===== config.mk =====
export PLATFORM = sky130hd
export DESIGN_NAME = mul_div_unit
export DESIGN_NICKNAME = d
export VERILOG_FILES = /design/src/rtl/muldiv_pkg.sv /design/src/rtl/muldiv_step.sv /design/src/rtl/mul_div_unit.sv
export SDC_FILE = /design/constraint.sdc
export NUM_CORES = 1
export LEC_CHECK = 0
export BUFFER_PORTS_ARGS = -buffer_cell sky130_fd_sc_hd__buf_2
export CELL_PAD_IN_SITES_DETAIL_PLACEMENT = 2
export CELL_PAD_IN_SITES_GLOBAL_PLACEMENT = 2
export CORE_UTILIZATION = 33
export CTS_BUF_LIST = sky130_fd_sc_hd__clkbuf_4
export DETAILED_ROUTE_END_ITERATION = 8
export HOLD_SLACK_MARGIN = 0.06
export PLACE_DENSITY = 0.85
export SYNTH_ARGS = -nofsm -noshare
export SYNTH_HDL_FRONTEND = slang
export SYNTH_HIERARCHICAL = 1
export SYNTH_SLANG_ARGS = --single-unit
export TNS_END_PERCENT = 20

===== constraint.sdc =====
create_clock -name i_clk -period 3 [get_ports i_clk]
set_input_delay 0.3 -clock i_clk [delete_from_list [all_inputs] [get_ports i_clk]]
set_output_delay 0.3 -clock i_clk [all_outputs]
set_load 0.02 [all_outputs]

===== src/rtl/muldiv_pkg.sv =====
// Shared op encoding, FSM state and datapath mode types for the HI/LO multiply/divide unit.
package muldiv_pkg;

  localparam int unsigned DEFAULT_WIDTH = 32;

  localparam logic [1:0] OP_MULTU = 2'b00;
  localparam logic [1:0] OP_DIVU  = 2'b01;
  localparam logic [1:0] OP_MTHI  = 2'b10;
  localparam logic [1:0] OP_MTLO  = 2'b11;
  localparam int unsigned OP_SIGNED_BIT = 2;

  typedef enum logic [1:0] {
    IDLE,
    RUN,
    FIN
  } state_t;

  typedef enum logic {
    MODE_MUL,
    MODE_DIV
  } mode_t;

endpackage


===== src/rtl/muldiv_step.sv =====
// One radix-2 iteration: shift-add multiply or restoring divide, purely combinational.
module muldiv_step
  import muldiv_pkg::*;
#(
  parameter int unsigned WIDTH = DEFAULT_WIDTH
) (
  input  mode_t            i_mode,
  input  logic [WIDTH-1:0] i_acc,
  input  logic [WIDTH-1:0] i_shreg,
  input  logic [WIDTH-1:0] i_operand,
  output logic [WIDTH-1:0] o_acc,
  output logic [WIDTH-1:0] o_shreg
);

  logic [WIDTH:0]   w_sum;
  logic [WIDTH:0]   w_rem_sh;
  logic [WIDTH-1:0] w_diff;
  logic             w_ge;

  always_comb begin
    // Multiply: {acc, shreg} is the product register, multiplier bits shift out of shreg[0].
    w_sum    = {1'b0, i_acc} + (i_shreg[0] ? {1'b0, i_operand} : '0);
    // Divide: acc is the partial remainder, dividend bits shift in from the top of shreg.
    w_rem_sh = {i_acc, i_shreg[WIDTH-1]};
    w_ge     = (w_rem_sh >= {1'b0, i_operand});
    w_diff   = w_rem_sh[WIDTH-1:0] - i_operand;

    if (i_mode == MODE_DIV) begin
      o_acc   = w_ge ? w_diff : w_rem_sh[WIDTH-1:0];
      o_shreg = {i_shreg[WIDTH-2:0], w_ge};
    end else begin
      o_acc   = w_sum[WIDTH:1];
      o_shreg = {w_sum[0], i_shreg[WIDTH-1:1]};
    end
  end

endmodule


===== src/rtl/mul_div_unit.sv =====
// Iterative MULT/DIV engine owning HI/LO; one bit per cycle, start/busy/done handshake.
// Define SIGNED_MULDIV_EN to honour op[2] as the signed flag (magnitude run + sign fix-up).
module mul_div_unit
  import muldiv_pkg::*;
#(
  parameter int unsigned WIDTH = DEFAULT_WIDTH
) (
  input  logic             i_clk,
  input  logic             i_rst,
  input  logic             i_start,
  input  logic [2:0]       i_op,
  input  logic [WIDTH-1:0] i_rs_val,
  input  logic [WIDTH-1:0] i_rt_val,
  output logic             o_busy,
  output logic             o_done,
  output logic             o_div_by_zero,
  output logic [WIDTH-1:0] o_hi,
  output logic [WIDTH-1:0] o_lo
);

  localparam int unsigned        COUNT_W  = $clog2(WIDTH) + 1;
  localparam logic [COUNT_W-1:0] CNT_LAST = COUNT_W'(WIDTH - 1);

  state_t             r_state;
  mode_t              r_mode;
  logic               r_busy;
  logic               r_done;
  logic               r_div_by_zero;
  logic               r_rt_zero;
  logic [COUNT_W-1:0] r_count;
  logic [WIDTH-1:0]   r_hi;
  logic [WIDTH-1:0]   r_lo;
  logic [WIDTH-1:0]   r_acc;
  logic [WIDTH-1:0]   r_shreg;
  logic [WIDTH-1:0]   r_operand;

  logic [WIDTH-1:0]   w_rs_op;
  logic [WIDTH-1:0]   w_rt_op;
  logic [WIDTH-1:0]   w_step_acc;
  logic [WIDTH-1:0]   w_step_shreg;
  logic [WIDTH-1:0]   w_fin_hi;
  logic [WIDTH-1:0]   w_fin_lo;
  logic               w_op_div;

  assign w_op_div = (i_op[1:0] == OP_DIVU);

`ifdef SIGNED_MULDIV_EN
  logic             r_neg_res;
  logic             r_neg_rem;
  logic [WIDTH-1:0] r_rs_raw;
  logic             w_signed;
  logic             w_neg_res;
  logic             w_neg_rem;

  always_comb begin
    w_signed  = i_op[OP_SIGNED_BIT];
    w_rs_op   = (w_signed && i_rs_val[WIDTH-1]) ? -i_rs_val : i_rs_val;
    w_rt_op   = (w_signed && i_rt_val[WIDTH-1]) ? -i_rt_val : i_rt_val;
    w_neg_res = w_signed && (i_rs_val[WIDTH-1] ^ i_rt_val[WIDTH-1]);
    w_neg_rem = w_signed && i_rs_val[WIDTH-1];
  end

  // Sign fix-up is applied to the last iteration's output so FIN sees the final value.
  always_comb begin
    w_fin_hi = w_step_acc;
    w_fin_lo = w_step_shreg;
    if (r_mode == MODE_DIV) begin
      if (r_rt_zero) begin
        w_fin_hi = r_rs_raw;
      end else begin
        if (r_neg_res) w_fin_lo = -w_step_shreg;
        if (r_neg_rem) w_fin_hi = -w_step_acc;
      end
    end else if (r_neg_res) begin
      {w_fin_hi, w_fin_lo} = -{w_step_acc, w_step_shreg};
    end
  end

  always_ff @(posedge i_clk) begin
    if (i_rst) begin
      r_neg_res <= 1'b0;
      r_neg_rem <= 1'b0;
      r_rs_raw  <= '0;
    end else if (i_start && r_state != RUN && !i_op[1]) begin
      r_neg_res <= w_neg_res;
      r_neg_rem <= w_neg_rem;
      r_rs_raw  <= i_rs_val;
    end
  end
`else
  logic w_unused_op;

  assign w_unused_op = i_op[OP_SIGNED_BIT];
  assign w_rs_op     = i_rs_val;
  assign w_rt_op     = i_rt_val;
  assign w_fin_hi    = w_step_acc;
  assign w_fin_lo    = w_step_shreg;
`endif

  muldiv_step #(
    .WIDTH(WIDTH)
  ) u_step (
    .i_mode   (r_mode),
    .i_acc    (r_acc),
    .i_shreg  (r_shreg),
    .i_operand(r_operand),
    .o_acc    (w_step_acc),
    .o_shreg  (w_step_shreg)
  );

  always_ff @(posedge i_clk) begin
    if (i_rst) begin
      r_state       <= IDLE;
      r_mode        <= MODE_MUL;
      r_busy        <= 1'b0;
      r_done        <= 1'b0;
      r_div_by_zero <= 1'b0;
      r_rt_zero     <= 1'b0;
      r_count       <= '0;
      r_hi          <= '0;
      r_lo          <= '0;
      r_acc         <= '0;
      r_shreg       <= '0;
      r_operand     <= '0;
    end else begin
      r_done        <= 1'b0;
      r_div_by_zero <= 1'b0;
      case (r_state)
        RUN: begin
          r_acc   <= w_step_acc;
          r_shreg <= w_step_shreg;
          r_count <= r_count + COUNT_W'(1);
          if (r_count == CNT_LAST) begin
            r_state       <= FIN;
            r_busy        <= 1'b0;
            r_done        <= 1'b1;
            r_div_by_zero <= (r_mode == MODE_DIV) && r_rt_zero;
            r_hi          <= w_fin_hi;
            r_lo          <= w_fin_lo;
          end
        end
        default: begin
          // IDLE and FIN both accept a new request; FIN otherwise falls back to IDLE.
          r_state <= IDLE;
          if (i_start) begin
            if (!i_op[1]) begin
              r_state   <= RUN;
              r_busy    <= 1'b1;
              r_count   <= '0;
              r_mode    <= w_op_div ? MODE_DIV : MODE_MUL;
              r_rt_zero <= (i_rt_val == '0);
              r_acc     <= '0;
              r_shreg   <= w_op_div ? w_rs_op : w_rt_op;
              r_operand <= w_op_div ? w_rt_op : w_rs_op;
            end else if (i_op[1:0] == OP_MTLO) begin
              r_lo <= i_rs_val;
            end else begin
              r_hi <= i_rs_val;
            end
          end
        end
      endcase
    end
  end

  assign o_busy        = r_busy;
  assign o_done        = r_done;
  assign o_div_by_zero = r_div_by_zero;
  assign o_hi          = r_hi;
  assign o_lo          = r_lo;

endmodule


==> impl_metrics.py, run 1 <==
metrics = {
    "sta": {
        "timing.final.ws_setup_ns": -1.43,
        "period_needed_ns": 4.43,
        "setup_viol": 66,
        "setup_tns_ns": -65.48,
        "worst_pin_slew_ns": 1.45,
        "finalMaxSlewViolations": 0,
        "fin_worst_skew_ns": 0.0742,
        "slew_headroom_pct": 3.51,
        "rsz0062_at_grt": "true",
        "finalHoldViolations": 0,
        "fin_crit_sh_pct": 148,
        "max_freq_mhz": 226,
    },
    "worst_setup_path": {
        "timing.rr.end": "r_acc[30]$_SDFFE_PP0P_",
        "cp.required_ns": 3.51,
        "r2r_slack_ns": -1.43,
        "r2r_start": "r_acc[0]$_SDFFE_PP0P_",
        "start_kind": "register",
        "crit_arrival_ns": 4.94,
        "crit_end": "r_acc[30]$_SDFFE_PP0P_",
        "crit_path_end_kind": "register",
        "cp-startpoint": "r_acc[0]$_SDFFE_PP0P_",
        "rr_worst_depth": 17,
        "path_max_fanout": 4,
        "crit_type": "register to register",
    },
    "clock_tree": {
        "cts.sinks": 173,
        "clock_path_buffers": 2,
        "insertion_delay_ns": 0.72,
        "numCtsBuffers": 17,
        "cts_tree": "done",
        "cts_root_buf": "clkbuf_4",
        "htreeDepth": 4,
        "path_clk_slew_ns": 0.18,
    },
    "synth": {
        "syn_inst": 1600,
        "synth_seq_cells": 173,
        "synth_area_sq_um": 12400,
        "async_flop_share_pct": 0,
        "synth.distinct_cells": 64,
        "yosysTopAreaCell": "dfxtp_1",
        "synth_ff_type": "dfxtp_1",
        "synth_warnings": 6,
        "synth.top_cells.by_area": "dfxtp_1 28%, a21oi_1 7.2%, ha_1 6.6%",
        "ys_seq_area_share_pct": 28.0,
        "synth_top_area_share_pct": 28.0,
        "syn-mean-instance-area_sq_um": 7.74,
        "syn-num-nets": 1737,
        "synth_edf_count": 0,
    },
    "power": {
        "p_comb_share_pct": 41.2,
        "power-per-cell-area_nw_per_um2": 400,
        "p_sw_uw": 3230,
        "power_leakage_uw": 0.00774,
        "p_seq_share_pct": 36.1,
        "power_frac_clock_pct": 22.8,
        "p_int_uw": 3900,
        "swShare_pct": 45.3,
        "peakVddDrop_mv": 0.325,
    },
    "layout": {
        "layout_common_cells": "281 x buf_4, 207 x nand2_1, 197 x nor2_1, 160 x dfxtp_1, 134 x buf_2",
        "area_delta_synth_final_pct": 44.2,
        "final_common_cell": "buf_4",
        "utilization_pct": 48.5,
        "final_nets": 2151,
        "drive_gt1_share_pct": 38.6,
    },
    "global_route": {
        "grt.met3_usage_pct": 14.4,
        "met1_usage_pct": 58.2,
        "overflow": 0,
        "grt_pass1_vias": 18204,
        "antenna_found_initial": 14,
        "gr-max-usage-layer": "met2",
        "grt_pass1_wl_um": 135000,
        "met2_usage_pct": 75.6,
        "grt_usage_pct": 48.1,
        "grt_max_degree": 100,
    },
    "detailed_routing": {
        "firstDrtPassIters": 8,
        "postRouteAntennaNets": 0,
        "wl_per_cell_um": 42.1,
        "vias": 18164,
        "routed_wl_um": 105000,
        "drc": 0,
        "viasPerCell": 7.27,
        "drtIter0Drc": 2602,
    },
    "worst_hold_path": {
        "hold_depth": 4,
        "min_from": "i_rs_val[7]",
        "hold_path.class": "input port to register",
    },
    "run_status": {
        "violations": "setup timing",
        "status": "complete, but fails checks",
    },
    "placement": {
        "routabilityCongestion": 0.874,
        "portBuffers": 135,
        "dpl.hpwl_um": 49700,
    },
    "floorplanning": {
        "io-pin-count": 137,
        "die-width_um": 196,
        "coreArea_sq_um": 36800,
        "rows": 70,
        "die_h_um": 196,
        "initial_core_util_pct": 33.7,
        "die_area_sq_um": 38300,
    },
    "run": {
        "drv_cap": 0,
    },
}
-- per-layer routing --
| metal | wire (um) | vias to the layer above |
|---|---|---|
| met4 | 10200 | 12 |
| met3 | 14200 | 835 |
| li1 | - | 6545 |
| met5 | 79 | - |
| met1 | 37000 | 8808 |
| met2 | 43800 | 1964 |
-- cells by family after synthesis --
logic type	synth area share, %
muxes	5.25
adders and majority gates	6.89
buffers and inverters	5.93
AOI/OAI and AO/OA	29.3
and+or+nand+nor	20.9
xor gates and xnor gates	3.75
DFF	28.0
-- layout make-up --
type,count,area [sq um]
Timing Repair Buffer,506,3820
Clock inverter,13,116
Tap cell,468,586
Clock buffer,19,143
Inverter,51,199
Antenna cell,3,7.51
Multi-Input combinational cell,1265,9490
Sequential cell,173,3490
Fill cell,4008,18900
-- critical path, stage by stage (launching register included) --
cell and delay [ns]:
dfxtp_2 0.41, buf_4 0.16, inv_2 0.19, fa_2 0.50, nor2b_4 0.08, o31a_1 0.32, buf_6 0.17, o21a_1 0.20
a21o_1 0.22, a21oi_2 0.19, a31oi_1 0.12, buf_4 0.18, buf_12 0.12, a31oi_4 0.22, o32ai_4 0.13, nor3_4 0.38
a22oi_2 0.16, nor2_2 0.49
-- cell usage after synthesis, drive strengths merged, types with 4 or more instances --
| cell | count |
|---|---|
| a211o | 4 |
| a211oi | 71 |
| a21o | 31 |
| a21oi | 179 |
| a22oi | 38 |
| a311o | 33 |
| a311oi | 32 |
| a31oi | 14 |
| and2 | 64 |
| and3 | 7 |
| buf | 36 |
| clkbuf | 77 |
| dfxtp | 173 |
| ha | 65 |
| inv | 51 |
| mux2 | 32 |
| mux2i | 29 |
| nand2 | 211 |
| nand2b | 5 |
| nand3 | 18 |
| nand4 | 14 |
| nor2 | 213 |
| nor2b | 10 |
| nor3 | 18 |
| nor4 | 10 |
| o21a | 10 |
| o21ai | 47 |
| o21bai | 9 |
| o31ai | 4 |
| or2 | 4 |
| or3 | 5 |
| xnor2 | 31 |
| xor2 | 22 |
-- flip-flops by register name (all words and copies together), names as in the netlist, 2 cells and up --
signal,flops
o_hi,32
o_lo,32
r_acc,32
r_count,6
r_operand,32
r_shreg,32
r_state,2
-- how the worst min path moves through the flow --
stage,to,slack (ns)
6_report,r_shreg[7]$_SDFFE_PP0P_,0.08
5_1_grt,r_shreg[7]$_SDFFE_PP0P_,0.08
4_1_cts,r_operand[6]$_SDFFE_PP0P_,0.08
3_5_place_dp,r_shreg[9]$_SDFFE_PP0P_,0.48
3_3_place_gp,r_shreg[31]$_SDFFE_PP0P_,0.45
2_1_floorplan,r_mode$_SDFFE_PP0P_,0.44
-- power by group through the flow --
stage / Sequential (uW) / Combinational, uW / Clock [uW]
2_1_floorplan: 2580 / 1060 / 0
3_3_place_gp: 2550 / 1840 / 0
3_5_place_dp: 2570 / 1990 / 0
4_1_cts: 2530 / 2350 / 1440
5_1_grt: 2570 / 2900 / 1650
6_report: 2570 / 2940 / 1620
-- what timing repair did --
item	CTS	global route
buffers inserted	32	17
pin swaps	84	63
setup endpoints to repair	66	66
hold endpoints to repair	31	0
hold buffers	60	0
gates cloned	3	0
resized for setup	142	147
-- per-stage QoR --
stage                     cells  hold slack [ns]  cell area, sq um  total power (uW)  setup slack [ns]
after floorplan            1600            0.436             12500              3640            -0.260
after global placement     2357            0.451             15300              4380            -0.723
after detailed placement   2357            0.477             15300              4560            -0.996
after CTS                  2482           0.0769             17100              6320            -0.734
after global routing       2496           0.0816             17800              7110             -1.31
final                      2498           0.0790             17900              7130             -1.43
Power figures use the tool's default switching activity.
==> run 2, diff against run 1 <==
CTS_CLUSTER_DIAMETER = 150   (was unset)
PLACE_DENSITY = unset   (was 0.85)
PLACE_DENSITY_LB_ADDON = 0.1   (was unset)
==> impl_metrics.py, run 2 (synthesized netlist as in run 1, its figures left out) <==
metrics = {
    "detailed_routing": {
        "viasPerCell": 5.69,
        "highest_layer": "met5",
        "firstDrtPassIters": 7,
        "wl_per_cell_um": 24.4,
        "m1WireLength_um": 28200,
        "vias": 13978,
        "met3_length_um": 2710,
        "routed_wl_um": 60100,
        "postRouteAntennaNets": 0,
        "wl_met2_um": 28300,
        "drc": 0,
        "drtIter0Drc": 781,
    },
    "sta": {
        "worst_pin_slew_ns": 1.04,
        "setup_viol": 66,
        "period_needed_ns": 3.71,
        "fin_worst_skew_ns": 0.0250,
        "finalHoldViolations": 0,
        "slew_headroom_pct": 30.8,
        "fin_crit_sh_pct": 124,
        "timing.final.ws_setup_ns": -0.713,
        "finalMaxSlewViolations": 0,
        "rsz0062_at_grt": "true",
        "max_freq_mhz": 269,
    },
    "clock_tree": {
        "cts.sinks": 173,
        "path_clk_slew_ns": 0.18,
        "insertion_delay_ns": 0.63,
        "cts_tree": "done",
        "cts_root_buf": "clkbuf_4",
        "clock_path_buffers": 2,
        "numCtsBuffers": 17,
        "htreeDepth": 4,
    },
    "global_route": {
        "overflow": 0,
        "grt_usage_pct": 30.1,
        "antenna_found_initial": 4,
        "grt_max_degree": 106,
        "grt_pass1_wl_um": 88900,
        "grt_pass1_vias": 14811,
    },
    "worst_setup_path": {
        "crit_chain": "inv_2, ha_4, buf_6, nor2b_4, o21bai_4, a21o_1, a211o_1, a2111o_1, a211oi_4, nor2_4, buf_6, buf_12, mux2_2, a21oi_2, buf_4, a22oi_1, nor2_1",
        "slowest_delay_ns": 0.46,
        "crit_path_end_kind": "register",
        "cp.required_ns": 3.55,
        "timing.rr.end": "r_acc[0]$_SDFFE_PP0P_",
        "r2r_start": "r_shreg[31]$_SDFFE_PP0P_",
        "crit_top_cell": "buf_6",
        "crit_arrival_ns": 4.26,
        "start_kind": "register",
        "r2r_slack_ns": -0.71,
        "cp-startpoint": "r_shreg[31]$_SDFFE_PP0P_",
        "crit_type": "register to register",
        "slowest_stage": "a2111o_1",
        "rr_worst_depth": 17,
        "crit_end": "r_acc[0]$_SDFFE_PP0P_",
        "path_max_fanout": 5,
    },
    "power": {
        "peakVddDrop_mv": 0.281,
        "power-per-cell-area_nw_per_um2": 373,
        "power_leakage_uw": 0.00752,
    },
    "layout": {
        "utilization_pct": 46.4,
        "drive_gt1_share_pct": 33.0,
        "final_nets": 2113,
        "final_common_cell": "buf_4",
        "fin_area_sq_um": 17100,
        "area_delta_synth_final_pct": 38.0,
        "layout_common_cells": "242 x buf_4, 210 x nand2_1, 209 x nor2_1, 156 x dfxtp_1, 152 x a21oi_1",
        "finalNonFillerCells": 2458,
    },
    "floorplanning": {
        "coreArea_sq_um": 36800,
        "die-width_um": 196,
        "die_h_um": 196,
        "initial_core_util_pct": 33.7,
        "die_area_sq_um": 38300,
        "rows": 70,
        "io-pin-count": 137,
    },
    "placement": {
        "placed_cell_area_sq_um": 15100,
        "dpl.cell_count": 2327,
        "dpl.hpwl_um": 42100,
        "dpl_worst_slack_ns": -0.894,
        "routabilityCongestion": 0.885,
        "portBuffers": 135,
    },
    "run_status": {
        "violations": "setup timing",
        "status": "complete, but fails checks",
    },
    "worst_hold_path": {
        "hold_path.class": "input port to register",
        "hold_depth": 4,
    },
    "run": {
        "drv_cap": 0,
    },
}
run 2: cell count changes in the layout (fill, tap and decap cells not counted), moves of 10 or more:
cell	delta
a21oi_1	+24
and2_1	+10
a21oi_2	-15
nor2_1	+12
buf_4	-39
nor2_2	-10
run 2: area by class of cell:
| type | instances | area, sq um |
|---|---|---|
| fill | 4123 | 19700 |
| multi-input combinational | 1264 | 8950 |
| timing repair buffer | 469 | 3540 |
| sequential | 173 | 3490 |
| tap | 468 | 586 |
| clock inverter | 15 | 196 |
| inverter | 51 | 191 |
| clock buffer | 17 | 128 |
| antenna | 1 | 2.50 |
run 2: metal layers:
metal,GRT usage (%),vias up
met5,0,-
met4,7.03,4
met3,4.83,50
met2,49.4,307
met1,41.4,7136
li1,-,6481
run 2: worst min-delay path by stage:
stage	start	slack (ns)	end
floorplan	i_op[0]	0.44	r_mode$_SDFFE_PP0P_
CTS	i_rt_val[29]	0.06	r_rt_zero$_SDFFE_PP0P_
global placement	r_shreg[31]$_SDFFE_PP0P_	0.45	r_shreg[31]$_SDFFE_PP0P_
detailed placement	r_shreg[10]$_SDFFE_PP0P_	0.47	r_shreg[10]$_SDFFE_PP0P_
global route	i_rs_val[10]	0.08	r_operand[10]$_SDFFE_PP0P_
finish	i_rt_val[20]	0.09	r_shreg[20]$_SDFFE_PP0P_
run 2: timing repair:
| item | CTS | global route |
|---|---|---|
| cloned | 2 | 0 |
| hold buffers | 68 | 0 |
| hold endpoints to repair | 50 | 0 |
| gates resized for setup | 83 | 77 |
| endpoints found under the setup margin | 66 | 66 |
| pin swaps | 40 | 69 |
| setup buffers | 14 | 19 |
run 2: power by group:
group / switching [uW] / internal (uW) / total [uW]
combinational: 1320 / 955 / 2280
clock: 1030 / 544 / 1580
sequential: 102 / 2420 / 2520
total: 2460 / 3920 / 6370
run 2: worst max-delay path: cells and delay by family, from the launching register on:
family	cells	cell delay [ns]
AND/OR/NAND/NOR	3	0.43
buffers and inverters	5	0.58
flip-flops	1	0.38
multiplexers	1	0.29
adder cells (fa/ha/maj)	1	0.17
AO/OA/AOI/OAI	7	1.75
run 2: stage by stage:
step | power, uW | hold WS [ns] | setup TNS, ns
final | 6370 | 0.0928 | -37.04
after global placement | 4390 | 0.448 | -29.36
after CTS | 6220 | 0.0607 | -25.95
after detailed placement | 4460 | 0.467 | -36.35
after floorplan | 3640 | 0.436 | -8.57
after global routing | 6630 | 0.0803 | -42.67
==> run 3, diff against run 2 <==
ABC_AREA = 1   (was unset)
CORE_UTILIZATION = 29   (was 33)
CTS_BUF_LIST = sky130_fd_sc_hd__clkbuf_8 sky130_fd_sc_hd__clkbuf_16   (was sky130_fd_sc_hd__clkbuf_4)
PLACE_DENSITY = 0.75   (was unset)
PLACE_DENSITY_LB_ADDON = unset   (was 0.1)
==> impl_metrics.py, run 3 <==
metrics = {
    "global_route": {
        "grt_max_degree": 76,
        "grt_pass1_wl_um": 95300,
        "antenna_found_initial": 4,
        "overflow": 0,
        "grt_pass1_vias": 16836,
        "grt_usage_pct": 26.0,
    },
    "layout": {
        "final_nets": 2524,
        "layout_common_cells": "734 x nand2_1, 255 x inv_1, 222 x nor2_1, 212 x o21ai_0, 165 x dfxtp_1",
        "area_delta_synth_final_pct": 16.3,
        "final_common_cell": "nand2_1",
        "finalNonFillerCells": 3002,
        "fin_area_sq_um": 15600,
        "drive_gt1_share_pct": 14.3,
        "utilization_pct": 34.3,
    },
    "clock_tree": {
        "htreeDepth": 4,
        "cts_root_buf": "clkbuf_16",
        "numCtsBuffers": 17,
        "cts_tree": "done",
        "clock_path_buffers": 2,
        "insertion_delay_ns": 0.46,
        "path_clk_slew_ns": 0.07,
        "cts.sinks": 173,
    },
    "sta": {
        "period_needed_ns": 2.94,
        "max_freq_mhz": 341,
        "fin_crit_sh_pct": 97.9,
        "fin_worst_skew_ns": 0.0173,
        "worst_pin_slew_ns": 0.757,
        "finalMaxSlewViolations": 0,
        "slew_headroom_pct": 49.5,
        "timing.final.ws_setup_ns": 0.0644,
        "finalHoldViolations": 0,
        "setup_viol": 0,
        "rsz0062_at_grt": "true",
    },
    "worst_hold_path": {
        "whs_endpoint": "r_shreg[25]$_SDFFE_PP0P_",
        "hold_depth": 3,
        "min_from": "i_rt_val[25]",
        "hold_path.class": "input port to register",
    },
    "synth": {
        "syn_inst": 2272,
        "synthTopCellsByCount": "754 x nand2_1, 254 x inv_1, 235 x nor2_1",
        "synth_edf_count": 0,
        "yosysTopAreaCell": "dfxtp_1",
        "synth_ff_type": "dfxtp_1",
        "synth.top_cells.by_area": "dfxtp_1 26%, nand2_1 21%, o21ai_0 8.0%",
        "synth_area_sq_um": 13400,
        "ys_seq_area_share_pct": 25.8,
        "synth_top_area_share_pct": 25.8,
        "synth_seq_cells": 173,
        "syn-num-nets": 2409,
        "async_flop_share_pct": 0,
        "syn-mean-instance-area_sq_um": 5.91,
        "synth_warnings": 6,
        "synth.distinct_cells": 44,
        "synth_most_common_cell": "nand2_1",
    },
    "floorplanning": {
        "coreArea_sq_um": 45500,
        "die_area_sq_um": 47100,
        "initial_core_util_pct": 29.5,
        "rows": 78,
        "io-pin-count": 137,
        "die-width_um": 217,
        "die_h_um": 217,
    },
    "detailed_routing": {
        "vias": 15617,
        "firstDrtPassIters": 7,
        "routed_wl_um": 61400,
        "viasPerCell": 5.20,
        "wl_per_cell_um": 20.4,
        "drc": 0,
        "drtIter0Drc": 713,
        "postRouteAntennaNets": 0,
    },
    "worst_setup_path": {
        "crit_type": "register to register",
        "crit_path_end_kind": "register",
        "r2r_slack_ns": 0.06,
        "rr_worst_depth": 15,
        "path_max_fanout": 21,
        "crit_arrival_ns": 3.27,
        "timing.rr.end": "o_hi[13]$_SDFFE_PP0P_",
        "r2r_start": "r_shreg[0]$_SDFFE_PP0P_",
        "start_kind": "register",
        "cp.required_ns": 3.34,
    },
    "run_status": {
        "status": "completed",
    },
    "power": {
        "p_seq_share_pct": 38.8,
        "p_comb_share_pct": 27.3,
        "power-per-cell-area_nw_per_um2": 419,
        "power_leakage_uw": 0.00807,
        "peakVddDrop_mv": 0.358,
        "power_frac_clock_pct": 33.9,
        "p_int_uw": 4090,
        "swShare_pct": 37.4,
        "p_sw_uw": 2440,
        "total_power_uw": 6530,
    },
    "placement": {
        "dpl_worst_slack_ns": 0.0236,
        "placed_cell_area_sq_um": 14800,
        "dpl.hpwl_um": 48400,
        "dpl.cell_count": 2967,
        "portBuffers": 135,
        "routabilityCongestion": 0.927,
    },
    "run": {
        "drv_cap": 0,
    },
}
[run 3: changes by cell type after synthesis, moves of 34 or more]
cell      before  now
nand3b_1       3   38
o21ai_0       46  215
and2_1        64    5
clkbuf_1      77   43
nand3_1       18  115
inv_1         51  254
a21oi_1      179  132
nand2_1      211  754
a22oi_1       37    0
a211oi_2      56    0
[run 3: worst max path at each step]
stage / from / to / cells past startpoint / slack [ns]
6_report: r_shreg[0]$_SDFFE_PP0P_ / o_hi[13]$_SDFFE_PP0P_ / 15 / 0.06
3_3_place_gp: r_operand[19]$_SDFFE_PP0P_ / o_hi[21]$_SDFFE_PP0P_ / 20 / 0.14
3_5_place_dp: r_shreg[0]$_SDFFE_PP0P_ / o_hi[27]$_SDFFE_PP0P_ / 22 / 0.02
5_1_grt: r_shreg[0]$_SDFFE_PP0P_ / o_hi[21]$_SDFFE_PP0P_ / 20 / -0.05
2_1_floorplan: r_shreg[0]$_SDFFE_PP0P_ / o_hi[11]$_SDFFE_PP0P_ / 21 / 0.39
4_1_cts: r_operand[15]$_SDFFE_PP0P_ / o_hi[23]$_SDFFE_PP0P_ / 17 / 0.03
[run 3: timing repair]
item | in CTS | in global routing
buffers inserted | 0 | 1
hold buffers | 0 | 0
setup endpoints to repair | 2 | 40
pin swaps | 0 | 1
resized for setup | 1 | 73
[run 3: layer usage]
metal	GRT usage [%]	part of all wire [%]	vias up
met2	44.7	47	245
li1	-	-	7525
met5	0	0.034	-
met1	34.9	48	7782
met3	2.25	2.9	61
met4	6.27	1.8	4
[run 3: final cells by class]
type                            instances  area, sq um
Multi-Input combinational cell       1733         8610
Sequential cell                       173         3470
Fill cell                            5775        29900
Tap cell                              600          751
Antenna cell                            2         5.00
Clock inverter                         14          110
Inverter                              265          996
Timing Repair Buffer                  197         1230
Clock buffer                           18          439
[run 3: logic make-up (layout without fill, tap and decap cells)]
logic type	count (synthesis)	count (layout)	share of synthesized area (%)
AOI/OAI and AO/OA	443	443	17.8
other	0	2	0
xor gates and xnor gates	16	16	1.04
adders and majority gates	67	67	6.36
DFF	173	173	25.8
and+or+nand+nor	1207	1207	37.4
buffers and inverters	366	494	11.5
[run 3: worst max-delay path, cell delays in order, from the launching register on]
cell     delay (ns)
dfxtp_1        0.36
buf_12         0.18
nand2_1        0.07
inv_1          0.07
ha_1           0.31
a21oi_1        0.30
o21ai_0        0.24
a21oi_1        0.28
nand2_2        0.16
or2_2          0.30
nand3_1        0.07
nand2_1        0.06
nand2_1        0.17
nand2_1        0.08
nor2_1         0.11
nor2_1         0.06
[run 3: power by group through the flow]
stage / sequential [uW] / combinational [uW] / clock (uW)
after floorplan: 2590 / 1070 / 0
after CTS: 2530 / 1750 / 2240
after global routing: 2550 / 1960 / 2330
final: 2540 / 1780 / 2210
after detailed placement: 2580 / 1740 / 0
after global placement: 2580 / 1670 / 0
[run 3: per-stage QoR]
step / TNS (ns) / hold WS (ns)
after floorplan: 0 / 0.423
after global placement: 0 / 0.452
after detailed placement: 0 / 0.475
after CTS: 0 / 0.178
after global routing: -0.231 / 0.218
final: 0 / 0.191
